[src/rtl/seq_mul_pkg.sv]
// Shared types and helpers for the sequential shift-add multiplier.
// Optional early termination is enabled by defining SEQ_MUL_EARLY_TERM_EN.
package seq_mul_pkg;

  typedef enum logic [1:0] {
    IDLE = 2'd0,
    RUN  = 2'd1,
    DONE = 2'd2
  } state_e;

  // Wide enough to hold A_W itself, the value cnt reaches after the final step.
  function automatic int cnt_width(input int a_w);
    return (a_w < 1) ? 1 : $clog2(a_w + 1);
  endfunction

endpackage

[src/rtl/mul_ripple_adder.sv]
// W-bit ripple-carry adder built from a chain of full-adder cells.
module mul_ripple_adder #(
  parameter int W = 4
) (
  input  logic [W-1:0] a,
  input  logic [W-1:0] b,
  output logic [W-1:0] sum,
  output logic         cout
);

  logic [W:0] carry_s;

  assign carry_s[0] = 1'b0;

  for (genvar gi = 0; gi < W; gi++) begin : g_fa
    assign sum[gi]         = a[gi] ^ b[gi] ^ carry_s[gi];
    assign carry_s[gi + 1] = (a[gi] & b[gi]) | (carry_s[gi] & (a[gi] ^ b[gi]));
  end

  assign cout = carry_s[W];

endmodule

[src/rtl/seq_shift_add_multiplier.sv]
// Unsigned multi-cycle multiplier: one shift-add step per clock, valid/ready on both sides.
// Defining SEQ_MUL_EARLY_TERM_EN finishes as soon as the unscanned multiplier bits are zero.
module seq_shift_add_multiplier
  import seq_mul_pkg::*;
#(
  parameter int A_W = 3,
  parameter int B_W = 4
) (
  input  logic               clk,
  input  logic               rst_n,
  input  logic               in_valid,
  output logic               in_ready,
  input  logic [A_W-1:0]     a,
  input  logic [B_W-1:0]     b,
  output logic               out_valid,
  input  logic               out_ready,
  output logic [A_W+B_W-1:0] product,
  output logic               busy
);

  localparam int P_W   = A_W + B_W;
  localparam int CNT_W = cnt_width(A_W);
  localparam logic [CNT_W-1:0] LAST = CNT_W'(A_W - 1);

  state_e           state_q, state_d;
  logic [P_W-1:0]   acc_q, acc_d;
  logic [B_W-1:0]   mcand_q, mcand_d;
  logic [CNT_W-1:0] cnt_q, cnt_d;
  logic             in_ready_q, busy_q, out_valid_q;
  logic [P_W-1:0]   product_q;

  logic [B_W-1:0]   addend_s;
  logic [B_W-1:0]   sum_s;
  logic             cout_s;
  logic [P_W-1:0]   step_s;

  assign addend_s = acc_q[0] ? mcand_q : {B_W{1'b0}};

  mul_ripple_adder #(.W(B_W)) u_adder (
    .a    (acc_q[P_W-1:A_W]),
    .b    (addend_s),
    .sum  (sum_s),
    .cout (cout_s)
  );

  // Carry enters the MSB while the accumulator shifts right by one.
  if (A_W == 1) begin : g_step_1
    assign step_s = {cout_s, sum_s};
  end else begin : g_step_n
    assign step_s = {cout_s, sum_s, acc_q[A_W-1:1]};
  end

`ifdef SEQ_MUL_EARLY_TERM_EN
  logic [CNT_W-1:0] rem_s;
  logic [P_W-1:0]   rem_mask_s;
  logic             early_s;
  logic [P_W-1:0]   aligned_s;

  // Remaining steps would only shift zeros in, so one barrel shift finishes them.
  assign rem_s      = LAST - cnt_q;
  assign rem_mask_s = (P_W'(1) << rem_s) - P_W'(1);
  assign early_s    = (rem_s != {CNT_W{1'b0}}) && ((step_s & rem_mask_s) == {P_W{1'b0}});
  assign aligned_s  = step_s >> rem_s;
`endif

  always_comb begin
    state_d = state_q;
    acc_d   = acc_q;
    mcand_d = mcand_q;
    cnt_d   = cnt_q;
    case (state_q)
      IDLE: begin
        if (in_valid && in_ready_q) begin
          mcand_d = b;
          acc_d   = {{B_W{1'b0}}, a};
          cnt_d   = {CNT_W{1'b0}};
          state_d = RUN;
        end else begin
          state_d = IDLE;
        end
      end
      RUN: begin
        acc_d = step_s;
        cnt_d = cnt_q + CNT_W'(1);
        if (cnt_q == LAST) begin
          state_d = DONE;
        end else begin
`ifdef SEQ_MUL_EARLY_TERM_EN
          if (early_s) begin
            acc_d   = aligned_s;
            state_d = DONE;
          end else begin
            state_d = RUN;
          end
`else
          state_d = RUN;
`endif
        end
      end
      DONE: begin
        if (out_ready) begin
          state_d = IDLE;
        end else begin
          state_d = DONE;
        end
      end
      default: begin
        state_d = IDLE;
      end
    endcase
  end

  // Outputs are registered from the next state so they change in step with the FSM.
  always_ff @(posedge clk or negedge rst_n) begin
    if (!rst_n) begin
      state_q     <= IDLE;
      acc_q       <= {P_W{1'b0}};
      mcand_q     <= {B_W{1'b0}};
      cnt_q       <= {CNT_W{1'b0}};
      in_ready_q  <= 1'b1;
      busy_q      <= 1'b0;
      out_valid_q <= 1'b0;
      product_q   <= {P_W{1'b0}};
    end else begin
      state_q     <= state_d;
      acc_q       <= acc_d;
      mcand_q     <= mcand_d;
      cnt_q       <= cnt_d;
      in_ready_q  <= (state_d == IDLE);
      busy_q      <= (state_d == RUN);
      out_valid_q <= (state_d == DONE);
      product_q   <= (state_d == DONE) ? acc_d : {P_W{1'b0}};
    end
  end

  assign in_ready  = in_ready_q;
  assign busy      = busy_q;
  assign out_valid = out_valid_q;
  assign product   = product_q;

endmodule
[config.mk]
export PLATFORM = sky130hd
export DESIGN_NAME = seq_shift_add_multiplier
export DESIGN_NICKNAME = d
export VERILOG_FILES = /design/src/rtl/seq_mul_pkg.sv /design/src/rtl/mul_ripple_adder.sv /design/src/rtl/seq_shift_add_multiplier.sv
export SDC_FILE = /design/constraint.sdc
export NUM_CORES = 1
export LEC_CHECK = 0
export CORE_AREA = 3 3 51 53
export CTS_CLUSTER_SIZE = 40
export DETAILED_ROUTE_END_ITERATION = 12
export DIE_AREA = 0 0 54 56
export PLACE_DENSITY = 0.79
export SKIP_LAST_GASP = 1
export SLEW_MARGIN = 20
export SYNTH_ARGS = -nofsm -noshare
export SYNTH_HDL_FRONTEND = slang
export SYNTH_SLANG_ARGS = --single-unit
[constraint.sdc]
create_clock -name clk -period 3.7 [get_ports clk]
set_clock_uncertainty 0.05 [all_clocks]
set_input_delay 0.74 -clock clk [delete_from_list [all_inputs] [get_ports clk]]
set_output_delay 0.74 -clock clk [all_outputs]
set_load 0.02 [all_outputs]
==> results of run 1 <==
per-stage QoR:
step / hold WS [ns] / area, um2 / cells
6_report: 0.3357 / 1404 / 147
5_1_grt: 0.3762 / 1404 / 147
4_1_cts: 0.4574 / 1409 / 147
3_5_place_dp: 0.4337 / 1383 / 143
3_3_place_gp: 0.4252 / 1383 / 143
2_1_floorplan: 0.3944 / 1169 / 98
routing by layer:
layer | share of wire | vias to the layer above | track usage
met5 | 0 | - | 0
met1 | 0.45 | 410 | 0.1931
met4 | 0.0067 | 0 | 0.03559
met3 | 0.043 | 2 | 0.02681
li1 | - | 373 | -
met2 | 0.50 | 15 | 0.2457
worst paths after layout:
path,start,to,depth (start not counted)
setup / recovery,in_ready,in_ready,1
min in group clk,cnt_q[0],cnt_q[0],1
hold reg to reg,cnt_q[0],cnt_q[0],1
hold / removal,rst_n,acc_q[4],1
setup reg to reg,acc_q[0],product[5],10
max in group asynchronous,rst_n,in_ready,1
flip-flops by register name (all words and copies together), names as in the netlist:
register   cells
mcand_q        4
out_valid      1
in_ready       1
busy           1
cnt_q          2
acc_q          7
state_q        2
product        7
logic make-up (layout without fill, tap and decap cells):
group	after synthesis	after routing
multiplexers	5	5
adder cells (fa/ha/maj)	5	5
buffers and inverters	11	32
AO/OA/AOI/OAI	24	24
AND/OR/NAND/NOR	28	28
flip-flops	25	25
synthesized netlist by cell type (all sizes together), types with 2 or more instances:
library cell  count  area share
dfrtp            24        0.51
a21oi             9       0.061
o21ai             9       0.039
inv               8       0.026
nand2             8       0.026
mux2              5       0.048
nand2b            4       0.021
nor2              4       0.013
and4b             3       0.026
buf               3       0.018
fa                3       0.051
a22oi             2       0.013
a32o              2       0.017
and2              2       0.011
ha                2       0.021
o2bb2ai           2       0.015
cell type report:
cell class / instances / area, um2
Clock buffer: 4 / 26.28
Inverter: 8 / 30.03
Timing Repair Buffer: 20 / 195.2
Tap cell: 28 / 35.03
Sequential cell: 25 / 626.9
Fill cell: 168 / 787.0
Multi-Input combinational cell: 62 / 490.5
power by group through the flow:
stage	Sequential, mW	Clock, mW	Combinational (mW)
after floorplan	0.460	0	0.291
after global placement	0.477	0	0.378
after detailed placement	0.482	0	0.390
after CTS	0.476	0.124	0.391
after global routing	0.493	0.133	0.432
final	0.476	0.119	0.385
==> results.md, run 1 <==
- Setup-failing EPs final: 0
- Post-Syn Area: 1169 um2
- Mapped Nets: 114
- Post-synth ARST share: 1.000
- Most frequent cells in the layout: 24 x dfrtp_1, 19 x clkdlybuf4s50_1, 9 x o21ai_0
- Routed Antenna Nets: 0
- CP arrival: 1.50 ns
- Largest net degree at the start of global routing: 26
- Remaining Overflow, GRT: 0
- Worst EP required: 2.91 ns
- Site Rows: 17
- Switch Pwr: 0.3812 mW
- CP bufs+invs: 1
- Power after layout: 0.9801 mW
- Clock Path Buffers: 2
- Compound-gate portion of the synthesized area: 0.1445
- Commonest non-fill, non-tap cell in the layout: dfrtp_1
- Worst min path class: input pin to async pin
- Slew margin rel.: 0.5960
- Via density: 5.442
- Unique cell type count in the Yosys netlist: 27
- Root buffer cell: clkbuf_4
- Hpwl dp: 1458 um
- Nets: 136
- CTS Sinks: 25
- YS warnings: 0
- DRC: 0
- CP max FO: 6
- Min Tclk post-route: 2.291 ns
- Combinational power share: 0.393
- Post-Synth Adder-Cell Area: 0.07281
- Synth Flop Type: dfrtp_1
- Vias: 800
- Final worst slack: 1.409 ns
- First drt pass iteration count: 4
- Antenna Cells: 0
- Largest stage delay, worst path: 0.61 ns
- H-tree depth: 1
- Post-synthesis register bit count: 25
- Multiplexer share of the synthesized area: 0.04818
- First-pass GRT wire length: 3401 um
- Synthesized area per cell: 11.92 um2
- Gpl congestion: 0.8274
- Critical-path cell list: clkdlybuf4s50_1
- Register area share after synthesis: 0.5364
- Max-Cap Viols: 0
- Initial antenna violation count: 0
- Post-CTS Setup Bufs: 0
- Reg clk slew, reported paths: 0.14 ns
- Clock Power Share: 0.122
- Critical path's slowest cell: clkdlybuf4s50_1
- Simple-Gate Fraction of Synth Area: 0.1542
- Layout Utilization: 0.6408
- Worst Tran Pin Value: 0.6061 ns
- Syn Inst Count: 98
- RSZ-0062 raised after global routing: false
- Slew Viols, Final: 0
- Int Pwr: 0.5989 mW
- Clk_lat worst skew: 0.31 ns
- Setup_tns: 0 ns
- Resized Gates After CTS: 0
- Xor/xnor share of the synthesized area: 0
- CP top delay family: buffers and inverters
- Reg power frac: 0.486
- Switching Fraction: 0.3890
- Share of layout cells above drive strength 1: 0.1513
- Die height: 56 um
- CTS tree: built
- # port buffers: 20
- Leak: 0.6246 nW
- Initial DRC Count: 17
- Crit path kind: flop to primary output
- F_max: 436.4 MHz
- Status: finished, final reports clean
- CP Capture Type: primary output
- EDFF count, synth: 0
- Area growth, synth to finish: 20.13%
- Final Hold Viols: 0
- Core area: 2191 um2
- Fin crit share: 0.6193
- Total CTS buffers: 3
- Setup slack, reg-to-reg: 1.44 ns
- Wire per inst: 13.27 um
- Die area: 3024 um2
- Power Density: 698.1 nW/um2
- Setup WS pre-CTS: 1.452 ns
- GRT Total Usage: 0.1473
- Ports: 21
- Vias in the first global route: 805
- Startpoint types: flop
- Starting Density: 0.5334
- Hold-fix buffers, CTS: 0
- Chip width: 54 um
- Peak supply drop: 0.4379 mV
- DRT Wirelength: 1950 um
- Main combinational cell family by area after synthesis: simple AND/OR/NAND/NOR gates
Power figures use the tool's default switching activity.
==> run 2, diff against run 1 <==
CORE_AREA = 3 3 53 55   (was 3 3 51 53)
DIE_AREA = 0 0 56 58   (was 0 0 54 56)
PLACE_DENSITY = 0.74   (was 0.79)
clock period = 2.4 ns   (was 3.7 ns; I/O delays follow)
==> results.md, run 2 (synthesis gave the netlist of run 1 again) <==
- Min Tclk post-route: 2.288 ns
- Commonest non-fill, non-tap cell in the layout: dfrtp_1
- First-pass GRT wire length: 3705 um
- DRT Wirelength: 2235 um
- Sequential Area: 626.9 um2
- Setup-failing EPs final: 0
- Clock Path Buffers: 2
- H-tree depth: 1
- CP max FO: 4
- Slew Viols, Final: 0
- Peak supply drop: 0.7372 mV
- Worst Tran Pin Value: 0.6280 ns
- Slew margin rel.: 0.5813
- Max-Cap Viols: 0
- Startpoint types: flop
- WHS: 0.4447 ns
- CP arrival: 2.49 ns
- Worst EP required: 2.61 ns
- Ports: 21
- Status: finished, final reports clean
- CTS Sinks: 25
- Gpl congestion: 0.8358
- Antenna Cells: 0
- Power Density: 1087 nW/um2
- Reg clk slew, reported paths: 0.13 ns
- Most frequent cells in the layout: 24 x dfrtp_1, 20 x clkdlybuf4s50_1, 9 x o21ai_0
- Worst min path class: input pin to async pin
- Final Hold Viols: 0
- Core area: 2432 um2
- Initial antenna violation count: 0
- DRC: 0
- Largest net degree at the start of global routing: 26
- Fin crit share: 0.9533
- Clk_lat worst skew: 0.32 ns
- Die height: 58 um
- CTS tree: built
- Hpwl dp: 1621 um
- Leak: 0.6450 nW
- Wire per inst: 14.80 um
- Starting Density: 0.4805
- Area growth, synth to finish: 23.23%
- Via density: 5.457
- Total CTS buffers: 3
- Initial DRC Count: 18
- Remaining Overflow, GRT: 0
- Nets: 138
- Multi-input logic area: 503.0 um2
- Die area: 3248 um2
- Layout fillers: 227
- First drt pass iteration count: 4
- Root buffer cell: clkbuf_4
- F_max: 437.1 MHz
- Critical path's slowest cell: dfrtp_1
- Largest stage delay, worst path: 0.43 ns
- RSZ-0062 raised after global routing: false
- Vias: 824
- Site Rows: 18
- # port buffers: 20
- Power after layout: 1.566 mW
- CP Capture Type: flop
- Chip width: 56 um
- GRT Total Usage: 0.1501
- Vias in the first global route: 798
- Setup_tns: 0 ns
- Worst Reg2Reg Path Length in Cells: 10
- Share of layout cells above drive strength 1: 0.2066
- Critical-path cell list: and2_1 > ha_2 > inv_2 > fa_2 > inv_1 > fa_1 > inv_2 > fa_1 > nand2b_4 > a21oi_2
- Crit path kind: flop to flop
- Routed Antenna Nets: 0
## run 2: changes by cell type in the layout (fill, tap and decap cells not counted)
cell             change
buf_4                +2
inv_1                -2
inv_2                +2
buf_2                -1
clkbuf_1             -1
clkdlybuf4s50_1      +1
clkinv_2             +1
fa_1                 -1
fa_2                 +1
ha_1                 -1
ha_2                 +1
nand2b_1             -1
nand2b_4             +1
## run 2: final timing paths
check	start	endpoint	slack (ns)
worst max-delay path	acc_q[0]	product[5]	0.11
worst min-delay path	rst_n	product[4]	0.44
worst max register to register	acc_q[0]	product[5]	0.11
worst min register to register	cnt_q[0]	cnt_q[0]	0.46
max in group asynchronous	rst_n	in_ready	1.57
min in group clk	cnt_q[0]	cnt_q[0]	0.46
## run 2: what timing repair did
action                     in CTS  in global routing
hold buffers                    0                  0
gates resized for setup         0                  5
setup endpoints to repair       0                  2
buffers inserted                0                  1
## run 2: final cells by class
class	instances	area share
Clock buffer	3	0.01564
Clock inverter	1	0.003475
Inverter	8	0.02085
Multi-Input combinational cell	62	0.3493
Sequential cell	25	0.4353
Tap cell	30	0.02606
Timing Repair Buffer	22	0.1494
## run 2: layer usage
layer / global-route usage / vias up / part of all wire
li1: - / 384 / -
met1: 0.1866 / 411 / 0.41
met2: 0.2538 / 25 / 0.52
met3: 0.02895 / 4 / 0.053
met4: 0.07119 / 0 / 0.020
met5: 0 / - / 0
## run 2: critical path: cells and delay by family (launching register included)
kind	cells	cell delay [ns]
fa+ha+maj	4	1.12
flops	1	0.43
simple gates	2	0.31
buf+inv	3	0.17
compound gates	1	0.14
## run 2: per-stage QoR
stage                     std cells  area, um2    util  worst slack (ns)
after global routing            151       1440  0.5921          0.002639
after floorplan                  98       1169       -            0.2655
after global placement          146       1393  0.5725            0.2121
final                           151       1440  0.5921            0.1121
after detailed placement        146       1393  0.5725           0.09931
after CTS                       150       1420  0.5838           0.04675
## run 2: power by group
group	switching, mW	internal (mW)
Combinational	0.333	0.309
Clock	0.125	0.0625
Sequential	0.164	0.572
